File: config.mk
export PLATFORM = sky130hd
export DESIGN_NAME = cordic_share_sequencer
export DESIGN_NICKNAME = d
export VERILOG_FILES = /design/src/rtl/cordic_share_sequencer.sv
export SDC_FILE = /design/constraint.sdc
export NUM_CORES = 1
export LEC_CHECK = 0
export CORE_MARGIN = 2
export CORE_UTILIZATION = 41
export DETAILED_ROUTE_END_ITERATION = 8
export PLACE_DENSITY = 0.86
export SLEW_MARGIN = 10
export SYNTH_ARGS = -nofsm -noshare
export SYNTH_HDL_FRONTEND = slang
export SYNTH_SLANG_ARGS = --single-unit
File: constraint.sdc
create_clock -name clk -period 1.8 [get_ports clk]
set_input_delay 0.27 -clock clk [delete_from_list [all_inputs] [get_ports clk]]
set_output_delay 0.27 -clock clk [all_outputs]
set_load 0.02 [all_outputs]
File: src/rtl/cordic_share_sequencer.sv
// Round-robin front end for one folded CORDIC datapath shared by two requesters.
// Latches the winning operand, steps the pass counter and returns the captured result to its owner.
module cordic_share_sequencer #(
  parameter int NUM_PASSES = 4,
  parameter int DATA_W     = 32
) (
  input  logic              clk,
  input  logic              reset,
  input  logic              req0_valid,
  input  logic [DATA_W-1:0] req0_data,
  output logic              req0_ready,
  input  logic              req1_valid,
  input  logic [DATA_W-1:0] req1_data,
  output logic              req1_ready,
  output logic              rsp0_valid,
  output logic [DATA_W-1:0] rsp0_data,
  output logic              rsp1_valid,
  output logic [DATA_W-1:0] rsp1_data,
  output logic              dp_load,
  output logic [2:0]        dp_count,
  output logic [DATA_W-1:0] dp_operand,
  input  logic [DATA_W-1:0] dp_result,
  output logic              busy
);

  typedef enum logic [1:0] {
    IDLE = 2'd0,
    RUN  = 2'd1,
    RESP = 2'd2
  } state_e;

  localparam logic [2:0] LAST_PASS = 3'(NUM_PASSES - 1);

  state_e            state_q, state_d;
  logic              owner_q, owner_d;
  logic              last_grant_q, last_grant_d;
  logic [2:0]        dp_count_q, dp_count_d;
  logic [DATA_W-1:0] dp_operand_q, dp_operand_d;
  logic [DATA_W-1:0] rsp0_data_q, rsp0_data_d;
  logic [DATA_W-1:0] rsp1_data_q, rsp1_data_d;
  logic              rsp0_valid_q, rsp0_valid_d;
  logic              rsp1_valid_q, rsp1_valid_d;
  logic              dp_load_q, dp_load_d;
  logic              busy_q, busy_d;
  logic              grant0, grant1;

  // Grant and next-state logic; dp_load/busy/rsp_valid are set one edge early so they come out of flops.
  always_comb begin
    grant0       = 1'b0;
    grant1       = 1'b0;
    state_d      = state_q;
    owner_d      = owner_q;
    last_grant_d = last_grant_q;
    dp_count_d   = dp_count_q;
    dp_operand_d = dp_operand_q;
    rsp0_data_d  = rsp0_data_q;
    rsp1_data_d  = rsp1_data_q;
    rsp0_valid_d = 1'b0;
    rsp1_valid_d = 1'b0;
    dp_load_d    = 1'b0;
    busy_d       = busy_q;

    if (state_q == IDLE) begin
      grant0 = req0_valid && (!req1_valid || last_grant_q);
      grant1 = req1_valid && (!req0_valid || !last_grant_q);
    end else begin
      grant0 = 1'b0;
      grant1 = 1'b0;
    end

    case (state_q)
      IDLE: begin
        if (grant0 || grant1) begin
          dp_operand_d = grant0 ? req0_data : req1_data;
          owner_d      = grant1;
          dp_count_d   = 3'd0;
          dp_load_d    = 1'b1;
          busy_d       = 1'b1;
          state_d      = RUN;
        end else begin
          state_d = IDLE;
        end
      end
      RUN: begin
        if (dp_count_q == LAST_PASS) begin
          if (owner_q) begin
            rsp1_data_d  = dp_result;
            rsp1_valid_d = 1'b1;
          end else begin
            rsp0_data_d  = dp_result;
            rsp0_valid_d = 1'b1;
          end
          dp_count_d = 3'd0;
          state_d    = RESP;
        end else begin
          dp_count_d = dp_count_q + 3'd1;
        end
      end
      RESP: begin
        last_grant_d = owner_q;
        busy_d       = 1'b0;
        state_d      = IDLE;
      end
      default: begin
        dp_count_d = 3'd0;
        busy_d     = 1'b0;
        state_d    = IDLE;
      end
    endcase
  end

  // State and output registers with synchronous reset.
  always_ff @(posedge clk) begin
    if (reset) begin
      state_q      <= IDLE;
      owner_q      <= 1'b0;
      last_grant_q <= 1'b1;
      dp_count_q   <= 3'd0;
      dp_operand_q <= '0;
      rsp0_data_q  <= '0;
      rsp1_data_q  <= '0;
      rsp0_valid_q <= 1'b0;
      rsp1_valid_q <= 1'b0;
      dp_load_q    <= 1'b0;
      busy_q       <= 1'b0;
    end else begin
      state_q      <= state_d;
      owner_q      <= owner_d;
      last_grant_q <= last_grant_d;
      dp_count_q   <= dp_count_d;
      dp_operand_q <= dp_operand_d;
      rsp0_data_q  <= rsp0_data_d;
      rsp1_data_q  <= rsp1_data_d;
      rsp0_valid_q <= rsp0_valid_d;
      rsp1_valid_q <= rsp1_valid_d;
      dp_load_q    <= dp_load_d;
      busy_q       <= busy_d;
    end
  end

  assign req0_ready = grant0;
  assign req1_ready = grant1;
  assign rsp0_valid = rsp0_valid_q;
  assign rsp1_valid = rsp1_valid_q;
  assign rsp0_data  = rsp0_data_q;
  assign rsp1_data  = rsp1_data_q;
  assign dp_load    = dp_load_q;
  assign dp_count   = dp_count_q;
  assign dp_operand = dp_operand_q;
  assign busy       = busy_q;

endmodule

==> impl_metrics.ini <==
[flow_run]
maxCapViolations = 0

[synthesis]
synthTopCellsByArea = dfxtp_1, a21oi_1, nand3_1
synth-compound-area-share_pct = 29.8
avgSynthCellArea_sq_um = 8.29
synthAdderAreaFrac_pct = 0.282
syn_nets = 636
synth.yosys.seq_area_share_pct = 48.3
synth_top_family_by_area = compound AO/OA/AOI/OAI gates
syn-cell-area_sq_mm = 0.00444
synth_top_cell_by_area = dfxtp_1
synth-xor-area-share_pct = 0
synthCells = 535
ys_types = 30
synthMuxAreaShare_pct = 0
yosys_warnings = 0
synth-seq-cells = 107
synth-simple-area-share_pct = 14.4
synth_top_area_share_pct = 48.3

[floorplanning]
core-area_sq_mm = 0.0104
rows = 37
chipHeight_microns = 108
dieArea_sq_mm = 0.0117
ios = 205
die_w_microns = 108
initial_core_util_pct = 42.6

[placement]
post-place-ws_ps = -100
dp_cells = 835
dp_hpwl_mm = 9.66
port_buffers = 204
place_congestion = 0.759

[setup_path]
cp_slowest_cell = clkdlybuf4s50_1
r2r-end = rsp1_data[12]$_SDFFE_PP0P_
critPathRequiredTime_ps = 1530
cpLargestDelayFamily = buffers and inverters
crit_arrival_ps = 1480
worstReg2RegStart = state_q[0]$_SDFFE_PP0P_
critPathCaptureType = primary output
r2r_cells = 5
max_stage_delay_ps = 520
timing.critical_path.buf_inv = 2
path_cells = clkdlybuf4s50_1, or3b_4, nor2_1, buf_4
path_max_fanout = 4
criticalPathCategory = input pin to primary output
ff2ff_setup_slack_ps = 200
startpoint_type = input pin

[timing]
tightest_slew_ps = 589
setup_slack_ps = 49.3
slew_violations = 0
min_period_over_period_pct = 97.3
max_slew_margin_pct = 60.7
fin_crit_ps = 1750
hold_viol_final = 0
rsz0062_at_grt = false
fmax_mhz = 571
setup_violations = 0
skew_ps = 16.6

[route]
routed_wl_mm = 14.0
wire_per_inst_microns = 16.5
drt_iter0_markers = 304
ant_nets = 0
vias = 4898
vias_per_cell = 5.75
dr.pass1.iters = 5
drcViolationCount = 0

[global_routing]
grt_pass1_vias = 4544
grt_pass1_wl_mm = 21.9
antenna_found_initial = 0
grt_overflow = 0
track_usage_pct = 23.0
grt_max_degree = 68

[clock_tree]
cts.sink_count = 107
cts_tree = built
clk_latency_ps = 360
numCtsBuffers = 9
cts_max_path_buffers = 2
clk_pin_slew_ps = 110
cts-root-buf = clkbuf_8
htreeDepth = 3

[pwr]
power_density_mw_per_mm2 = 715
design_power_total_mw = 4.91
ir_drop_uv = 516
leakage_nw = 2.29

[cells_and_area]
mostFrequentLayoutCells = clkdlybuf4s50_1, dfxtp_1, a21oi_1
area.growth.synth_to_final_pct = 54.6
layout_commonest_cell = clkdlybuf4s50_1
final_cells = 852
diodes = 0
drive_gt1_share_pct = 7.54
nets = 812

[min_path]
worstHoldEndpoint = rsp1_data[25]$_SDFFE_PP0P_
hold_path_class = input pin to flip-flop
min_from = reset
hold_depth = 2

[run_status]
status = completed
## cells by family after synthesis
logic type	count (synthesis)
compound gates	237
fa+ha+maj	1
buf+inv	69
flops	107
simple gates	121
## report_power, final
group | internal (mW) | leakage, nW | switching (mW)
registers | 2.46 | 0.872 | 0.0545
clock network | 0.571 | 0.0934 | 0.861
logic | 0.494 | 1.33 | 0.471
total | 3.52 | 2.29 | 1.39
## registers in the layout (all words and copies together), names as in the netlist
| name | count |
|---|---|
| rsp1_data | 32 |
| dp_load | 1 |
| state_q | 2 |
| last_grant_q | 1 |
| rsp0_valid | 1 |
| rsp0_data | 32 |
| dp_operand | 32 |
| owner_q | 1 |
| rsp1_valid | 1 |
| dp_count | 3 |
| busy | 1 |
## per-stage QoR
stage	utilization (%)	hold WS [ps]	cell area (sq um)	TNS (ps)
2_1_floorplan	-	418	4440	0
3_3_place_gp	63.9	459	6660	-63.4
3_5_place_dp	63.9	466	6660	-1020
4_1_cts	65.8	223	6860	0
5_1_grt	65.8	222	6860	0
6_report	65.8	228	6860	0
## how the worst max path moves through the flow
| stage | start | endpoint | cells after the start |
|---|---|---|---|
| CTS | req0_valid | req0_ready | 4 |
| global placement | req0_valid | req1_ready | 4 |
| finish | req0_valid | req0_ready | 4 |
| floorplan | state_q[0]$_SDFFE_PP0P_ | req0_ready | 4 |
| detailed placement | req0_valid | dp_operand[21]$_SDFFE_PP0P_ | 5 |
| global route | req0_valid | req0_ready | 4 |
## synthesized netlist by cell type, drive strengths merged
library cell / n
dfxtp: 107
a21oi: 102
o21ai: 99
nand3: 96
clkbuf: 39
a311oi: 32
buf: 25
nor2: 6
inv: 5
nand2: 5
nor3: 3
o211ai: 3
and3: 2
nand2b: 2
and2b: 1
and4bb: 1
ha: 1
nand4bb: 1
nor2b: 1
nor3b: 1
o21a: 1
or2: 1
or3b: 1
## final cells by class
class,count,area (sq um)
clock buffer,10,138
clock inverter,6,55.1
fill,838,3560
inverter,5,18.8
multi-input combinational,359,1980
sequential,107,2140
tap,136,170
timing repair buffer,229,2350
## metal layers
layer / vias up / global-route usage (%) / wire length [microns]
li1: 2319 / - / -
met1: 2302 / 28.4 / 5440
met2: 255 / 38.4 / 6910
met3: 22 / 6.75 / 1370
met4: 0 / 7.97 / 297
met5: - / 0 / 0
## what timing repair did
item                                    CTS  global route
gates resized for setup                   2             0
hold buffers                              0             0
endpoints found under the setup margin    2             0
buffers inserted                          1             0
Power figures use the tool's default switching activity.
